File: src/rtl/fp_normalizer.sv
// Post-add normalizer: raw {sign, exp, 25b mantissa} in, packed IEEE-754 single and {N,Z,V,U} flags out.
// Latency: 1 cycle, plus one cycle per left shift (at most 23), or until the exponent bottoms out and the result flushes.
// Backpressure: in_ready is high only in IDLE; the result is held in DONE until out_ready is seen.
module fp_normalizer #(
    parameter int EXP_W = 8,
    parameter int MAN_W = 23
) (
    input  logic                 clk,
    input  logic                 reset,
    input  logic                 in_valid,
    output logic                 in_ready,
    input  logic                 in_sign,
    input  logic [EXP_W-1:0]     in_exp,
    input  logic [MAN_W+1:0]     in_man,
    output logic                 out_valid,
    input  logic                 out_ready,
    output logic [EXP_W+MAN_W:0] out_result,
    output logic [3:0]           out_flags,
    output logic                 busy
);

    localparam logic [EXP_W-1:0] EXP_MAX = '1;
    localparam logic [EXP_W-1:0] EXP_ONE = EXP_W'(1);

    typedef enum logic [1:0] {IDLE, SHIFT, DONE} state_t;

    state_t                 state, state_nxt;
    logic                   sign_r, sign_nxt;
    logic [EXP_W-1:0]       exp_r, exp_nxt;
    logic [MAN_W+1:0]       man_r, man_nxt;
    logic [EXP_W+MAN_W:0]   result_r, result_nxt;
    logic [3:0]             flags_r, flags_nxt;

    logic                   fin;
    logic                   ovf;
    logic                   unf;
    logic [EXP_W+MAN_W:0]   res;
    logic [EXP_W-1:0]       exp_inc;
    logic [EXP_W-1:0]       exp_dec;

    assign exp_inc = in_exp + EXP_ONE;
    assign exp_dec = exp_r - EXP_ONE;

    always_ff @(posedge clk or negedge reset) begin
        if (!reset) begin
            state    <= IDLE;
            sign_r   <= 1'b0;
            exp_r    <= '0;
            man_r    <= '0;
            result_r <= '0;
            flags_r  <= '0;
        end else begin
            state    <= state_nxt;
            sign_r   <= sign_nxt;
            exp_r    <= exp_nxt;
            man_r    <= man_nxt;
            result_r <= result_nxt;
            flags_r  <= flags_nxt;
        end
    end

    // Classification runs on the capture edge; SHIFT only sees operands that genuinely need left shifts.
    always_comb begin
        state_nxt = state;
        sign_nxt  = sign_r;
        exp_nxt   = exp_r;
        man_nxt   = man_r;
        fin       = 1'b0;
        ovf       = 1'b0;
        unf       = 1'b0;
        res       = '0;
        unique case (state)
            IDLE: begin
                if (in_valid) begin
                    sign_nxt = in_sign;
                    exp_nxt  = in_exp;
                    man_nxt  = in_man;
                    if (in_man == '0) begin
                        fin = 1'b1;
                    end else if (in_exp == EXP_MAX) begin
                        res = {in_sign, EXP_MAX, {MAN_W{1'b0}}};
                        ovf = 1'b1;
                        fin = 1'b1;
                    end else if (in_man[MAN_W+1]) begin
                        exp_nxt = exp_inc;
                        man_nxt = in_man >> 1;
                        fin     = 1'b1;
                        if (exp_inc == EXP_MAX) begin
                            res = {in_sign, EXP_MAX, {MAN_W{1'b0}}};
                            ovf = 1'b1;
                        end else begin
                            res = {in_sign, exp_inc, in_man[MAN_W:1]};
                        end
                    end else if (in_man[MAN_W] && in_exp != '0) begin
                        res = {in_sign, in_exp, in_man[MAN_W-1:0]};
                        fin = 1'b1;
                    end else if (in_exp == '0) begin
                        unf = 1'b1;
                        fin = 1'b1;
                    end else begin
                        state_nxt = SHIFT;
                    end
                end
            end
            SHIFT: begin
                if (exp_r == EXP_ONE) begin
                    unf = 1'b1;
                    fin = 1'b1;
                end else begin
                    man_nxt = man_r << 1;
                    exp_nxt = exp_dec;
                    if (man_r[MAN_W-1]) begin
                        res = {sign_r, exp_dec, man_r[MAN_W-2:0], 1'b0};
                        fin = 1'b1;
                    end
                end
            end
            DONE: begin
                if (out_ready) begin
                    state_nxt = IDLE;
                end
            end
            default: state_nxt = IDLE;
        endcase
        if (fin) begin
            state_nxt = DONE;
        end
    end

    // Result and flags load only on the DONE-entry edge; flushes and zeros are always +0.
    always_comb begin
        result_nxt = result_r;
        flags_nxt  = flags_r;
        if (fin) begin
            result_nxt = res;
            flags_nxt  = {res[EXP_W+MAN_W], ~|res[EXP_W+MAN_W-1:0], ovf, unf};
        end
    end

    always_comb begin
        in_ready   = (state == IDLE);
        out_valid  = (state == DONE);
        busy       = (state != IDLE);
        out_result = result_r;
        out_flags  = flags_r;
    end

endmodule

File: config.mk
export PLATFORM = sky130hd
export DESIGN_NAME = fp_normalizer
export DESIGN_NICKNAME = d
export VERILOG_FILES = /design/src/rtl/fp_normalizer.sv
export SDC_FILE = /design/constraint.sdc
export NUM_CORES = 1
export LEC_CHECK = 0
export CORE_MARGIN = 4
export CORE_UTILIZATION = 40
export CTS_CLUSTER_SIZE = 12
export DETAILED_ROUTE_END_ITERATION = 12
export GPL_TIMING_DRIVEN = 0
export PLACE_DENSITY_LB_ADDON = 0.3
export SYNTH_ARGS = -nofsm -noshare
export SYNTH_HDL_FRONTEND = slang
export SYNTH_SLANG_ARGS = --single-unit
File: constraint.sdc
create_clock -name clk -period 5.2 [get_ports clk]
set_input_delay 1.04 -clock clk [delete_from_list [all_inputs] [get_ports clk]]
set_output_delay 1.04 -clock clk [all_outputs]
set_load 0.1 [all_outputs]
Yosys cells after proc, flatten, opt, wreduce, memory -nomap -nowiden
Cells that the tools add are included.
{"block": "totals", "register_bits": 70, "output_inout_bits": 39, "inputBits": 38}
{"block": "op_classes", "n_reduce_logical": 12, "n_addsub": 2, "n_eq_ne": 15, "mux": 52}
{"operator": "$mux 32", "count": 7}
{"operator": "$mux 23", "count": 5}
{"operator": "$pmux 32 s2", "count": 1}
{"operator": "$pmux 23 s2", "count": 1}
{"operator": "$mux 8", "count": 5}
{"operator": "$mux 31", "count": 1}
{"operator": "$reduce_or 31->1", "count": 1}
{"operator": "$logic_not 25->1", "count": 1}
{"operator": "$mux 1", "count": 20}
{"operator": "$eq 8x8->1 const B", "count": 2}
{"operator": "$mux 2", "count": 8}
{"operator": "$pmux 8 s2", "count": 1}
{"operator": "$ne 3x3->1 const B", "count": 4}
{"operator": "$add 8x1->8 const B", "count": 1}
{"operator": "$eq 8x1->1 const B", "count": 1}
{"operator": "$logic_not 8->1", "count": 1}
{"operator": "$reduce_and 8->1", "count": 1}
{"operator": "$reduce_bool 8->1", "count": 1}
{"operator": "$sub 8x1->8 const B", "count": 1}
{"operator": "$ne 2x2->1 const B", "count": 3}
{"operator": "$ne 3x2->1 const B", "count": 2}
{"operator": "$pmux 2 s3", "count": 1}
{"operator": "$pmux 1 s2", "count": 2}
{"operator": "$reduce_bool 2->1", "count": 2}
{"operator": "8 further kinds", "count": 8}

Longest topological paths before layout
{"block": "depth", "depth_word": 10, "mapped_depth": 12}

Worst setup path after synthesis
Ideal clock, no wire load.
{"block": "synth_timing", "path_type": "reg2out", "startpoint": "reg state[0]", "endpoint": "out busy", "path_slack_ns": 1.492, "arrival_ns": 2.668, "stages_incl_launch_ff": 3, "required_ns": 4.160, "cell_sequence": "dfrtp_1 > nor2_1 > inv_1"}
{"block": "synth_between", "elab_chain_len": 1}
{"item": "start: declaration", "line_no": "27", "text": "state_t state, state_nxt;"}
{"item": "start signal: assignment", "line_no": "53", "text": "state <= state_nxt;"}
{"item": "$reduce_bool 2->1", "line_no": "143", "text": "busy = (state != IDLE);"}
{"item": "end: declaration", "line_no": "19", "text": "output logic busy"}
No other way between the ends.

Worst setup path after layout
{"block": "layout_timing", "startpoint": "in in_exp[6]", "endpoint": "reg flags_r[2], in the netlist out_flags[2]"}
{"block": "layout_between", "elab_chain_len": 10, "word_cells_on_any_way": 22}
{"item": "start: declaration", "line_no": "13", "text": "input logic [EXP_W-1:0] in_exp,"}
{"item": "$add 8x1->8 or $reduce_bool 8->1 (tied branches)", "line_no": "41, 94"}
{"item": "$eq 8x8->1 or $logic_and 1x1->1 (tied branches)", "line_no": "88, 94"}
{"item": "$mux 31 or $mux 32 (tied branches)", "line_no": "88, 94"}
{"item": "$mux 32", "line_no": "84", "text": "end else if (in_man[MAN_W+1]) begin"}
{"item": "$mux 32", "line_no": "80", "text": "end else if (in_exp == EXP_MAX) begin"}
{"item": "$mux 32", "line_no": "78", "text": "if (in_man == '0) begin"}
{"item": "$mux 32", "line_no": "74", "text": "if (in_valid) begin"}
{"item": "$pmux 32 s2", "line_no": "72", "text": "unique case (state)"}
{"item": "$reduce_or 31->1", "line_no": "136", "text": "flags_nxt = {res[EXP_W+MAN_W], ~|res[EXP_W+MAN_W-1:0], ovf, unf};"}
{"item": "$logic_not 1->1", "line_no": "136"}
{"item": "end signal: assignment", "line_no": "58", "text": "flags_r <= flags_nxt;"}
{"item": "end: declaration", "line_no": "32", "text": "logic [3:0] flags_r, flags_nxt;"}
Parallel ways exist; a longest one is shown, timed or not.
A chain may end at the register's enable or synchronous reset.

==> impl_metrics.json <==
{
  "synth_edf_count": 0,
  "h-tree-depth": 3,
  "final_net_count": 635,
  "drt_drc_violations_left": 0,
  "tightest_slew_ns": 0.994,
  "dieArea_sq_um": 13000,
  "async_flop_share": 1.00,
  "hold_buffers": 0,
  "start_util": 0.412,
  "yosys.cell_types.count": 68,
  "ys.flop_type": "dfrtp_1",
  "drt_iter0_drc": 514,
  "maxCapViolations": 0,
  "worst-path-max-fanout": 8,
  "holdWs_ns": 0.463,
  "dieHeight_um": 114,
  "gp_congestion": 0.958,
  "postSynthAreaPerCell_sq_um": 8.91,
  "rsz0062_at_grt": "false",
  "r2r-start": "exp_r[3]",
  "drive_above_1_share": 0.0804,
  "yosys.area.top_type": "dfrtp_1",
  "ant_nets": 0,
  "p_per_area_nw_per_um2": 691,
  "routed_via_density": 6.22,
  "syn_area_sq_um": 4510,
  "slew_viol_final": 0,
  "die_w_um": 114,
  "min_period_over_period": 0.771,
  "core.rowCount": 38,
  "period_needed_ns": 4.01,
  "ir_drop_v": 0.000498,
  "finalNonFillerCells": 737,
  "cts_resized": 0,
  "setup.worst_path.end": "out_flags[2]",
  "cp_slowest_stage_delay_ns": 0.63,
  "ys_warn_count": 0,
  "setup_viol": 0,
  "clk_path_buf_depth": 2,
  "yosys.area.top_type_share": 0.383,
  "worst_slack_ns": 1.19,
  "worstSetupPathType": "input port to flop",
  "timing.fmax_mhz": 249,
  "synth.ff_latch_count": 69,
  "dr.pass1.iters": 5,
  "finalWirelength_um": 15200,
  "io_buffers": 75,
  "gr-total-overflow": 0,
  "dp_hpwl_um": 10900,
  "status": "finished clean",
  "clock-sinks": 69,
  "yosysMostFrequentCell": "nand2_1",
  "dpl_worst_slack_ns": 0.965,
  "syn-num-nets": 549,
  "syn_inst": 506,
  "insertion_delay_ns": 0.34,
  "max_slew_margin": 0.335,
  "cts_tree": "yes",
  "routedWlPerCell_um": 20.6,
  "cts_setup_buffers": 0,
  "slowest_stage": "a222oi_1",
  "r2r_end": "man_r[6]",
  "grt_max_degree": 70,
  "first_global_vias": 4457,
  "grt_use_total": 0.236,
  "path_cells": "clkdlybuf4s50_1, nand3_1, or3_1, a221oi_1, a21oi_1, a222oi_1, o2111ai_1, o41ai_2",
  "fin_tns_setup_ns": 0,
  "synth-seq-area-share": 0.383,
  "grt_pass1_wl_um": 24300,
  "fin_skew_ns": 0.00867,
  "cts_root_buffer": "clkbuf_16",
  "synth.top_cells.by_count": "80 x nand2_1, 69 x dfrtp_1, 34 x nor2_1",
  "hp-class": "flop to flop",
  "dp_cells": 721,
  "start_kind": "input port",
  "area_delta_synth_final_pct": 27.9,
  "path_clk_slew_ns": 0.06,
  "grt_antenna_before_repair": 0,
  "total_leakage_power_nw": 2.42,
  "numCtsBuffers": 9,
  "reg2reg_setup_slack_ns": 2.23,
  "core_area_sq_um": 10900,
  "crit_path_end_kind": "flop",
  "utilization": 0.527,
  "pin_count": 77,
  "num_vias": 4584,
  "cp-startpoint": "in_exp[6]",
  "synth_area_leaders": "dfrtp_1 38%, nand2_1 6.7%, mux2i_1 5.3%, a22oi_1 4.0%, nor2_1 2.8%",
  "hold_viol": 0,
  "crit_required_ns": 5.43,
  "r2r_cells": 7,
  "diodes": 0,
  "critical_path_arrival_ns": 4.24
}
[cell families after synthesis]
group | Yosys count | synth area share
AND/OR/NAND/NOR | 188 | 0.203
AO/OA/AOI/OAI | 156 | 0.262
flip-flops | 69 | 0.383
buffers and inverters | 50 | 0.0555
multiplexers | 28 | 0.0633
XOR/XNOR | 10 | 0.0194
adder cells (fa/ha/maj) | 5 | 0.0139
[state kept, by name (all words and copies together), names as in the netlist]
| signal | flops |
|---|---|
| exp_r | 8 |
| man_r | 23 |
| out_flags | 3 |
| out_result | 32 |
| sign_r | 1 |
| state | 2 |
[layer usage]
metal | up-vias | wire length [um] | GRT usage
met2 | 262 | 6830 | 0.352
met1 | 2202 | 6610 | 0.329
met5 | - | 0 | 0
met3 | 34 | 1370 | 0.0634
li1 | 2086 | - | -
met4 | 0 | 344 | 0.0823
[power breakdown]
part	switching (W)	total (W)	internal, W
combinational	0.00165	0.00227	0.000616
clock	0.000251	0.000689	0.000437
sequential	0.000238	0.00102	0.000787
total	0.00214	0.00398	0.00184
[layout by cell type (no fill, tap or decap), types with 4 or more instances in the layout]
cell | netlist | final
a211o_1 | 4 | 4
a211oi_1 | 12 | 12
a21o_1 | 12 | 12
a21oi_1 | 19 | 19
a222oi_1 | 11 | 11
a22oi_1 | 24 | 24
buf_6 | 6 | 6
clkbuf_1 | 29 | 29
clkbuf_16 | 0 | 9
clkdlybuf4s50_1 | 0 | 74
dfrtp_1 | 69 | 69
ha_1 | 5 | 5
inv_1 | 9 | 9
mux2_2 | 4 | 4
mux2i_1 | 24 | 24
nand2_1 | 80 | 80
nand3_1 | 20 | 20
nand4_1 | 4 | 4
nor2_1 | 34 | 34
nor2b_1 | 5 | 5
nor3_1 | 6 | 6
nor4_1 | 8 | 8
o211ai_1 | 4 | 4
o21ai_0 | 12 | 12
o21ai_1 | 11 | 11
o221ai_1 | 13 | 13
o22ai_1 | 5 | 5
xnor2_1 | 6 | 6
xor2_1 | 4 | 4
[area by class of cell]
type	instances	area [sq um]
fillers	1034	5170
multi-input cells	387	2530
flip-flops and latches	69	1730
repair buffers	75	748
clock buffers	10	239
plain buffers	41	216
well taps	140	175
clock inverters	6	93.8
inverters	9	33.8
[per-stage QoR]
step,total power [W],area [sq um]
2_1_floorplan,0.00266,4510
3_3_place_gp,0.00325,5430
3_5_place_dp,0.00328,5430
4_1_cts,0.00397,5760
5_1_grt,0.00416,5760
6_report,0.00398,5760
[critical path, delay by kind of cell]
family,cells,cell delay (ns)
compound gates,5,1.90
buf+inv,1,0.62
simple gates,2,0.68
[worst min path at each step]
stage | start | endpoint | slack [ns] | cells past startpoint
after floorplan | sign_r | sign_r | 0.45 | 2
after global placement | out_result[17] | out_result[17] | 0.45 | 2
after detailed placement | out_result[11] | out_result[11] | 0.46 | 2
after CTS | out_result[12] | out_result[12] | 0.47 | 2
after global routing | out_result[19] | out_result[19] | 0.50 | 2
final | out_result[17] | out_result[17] | 0.46 | 2
No activity file was read; power rests on OpenSTA's default activity.
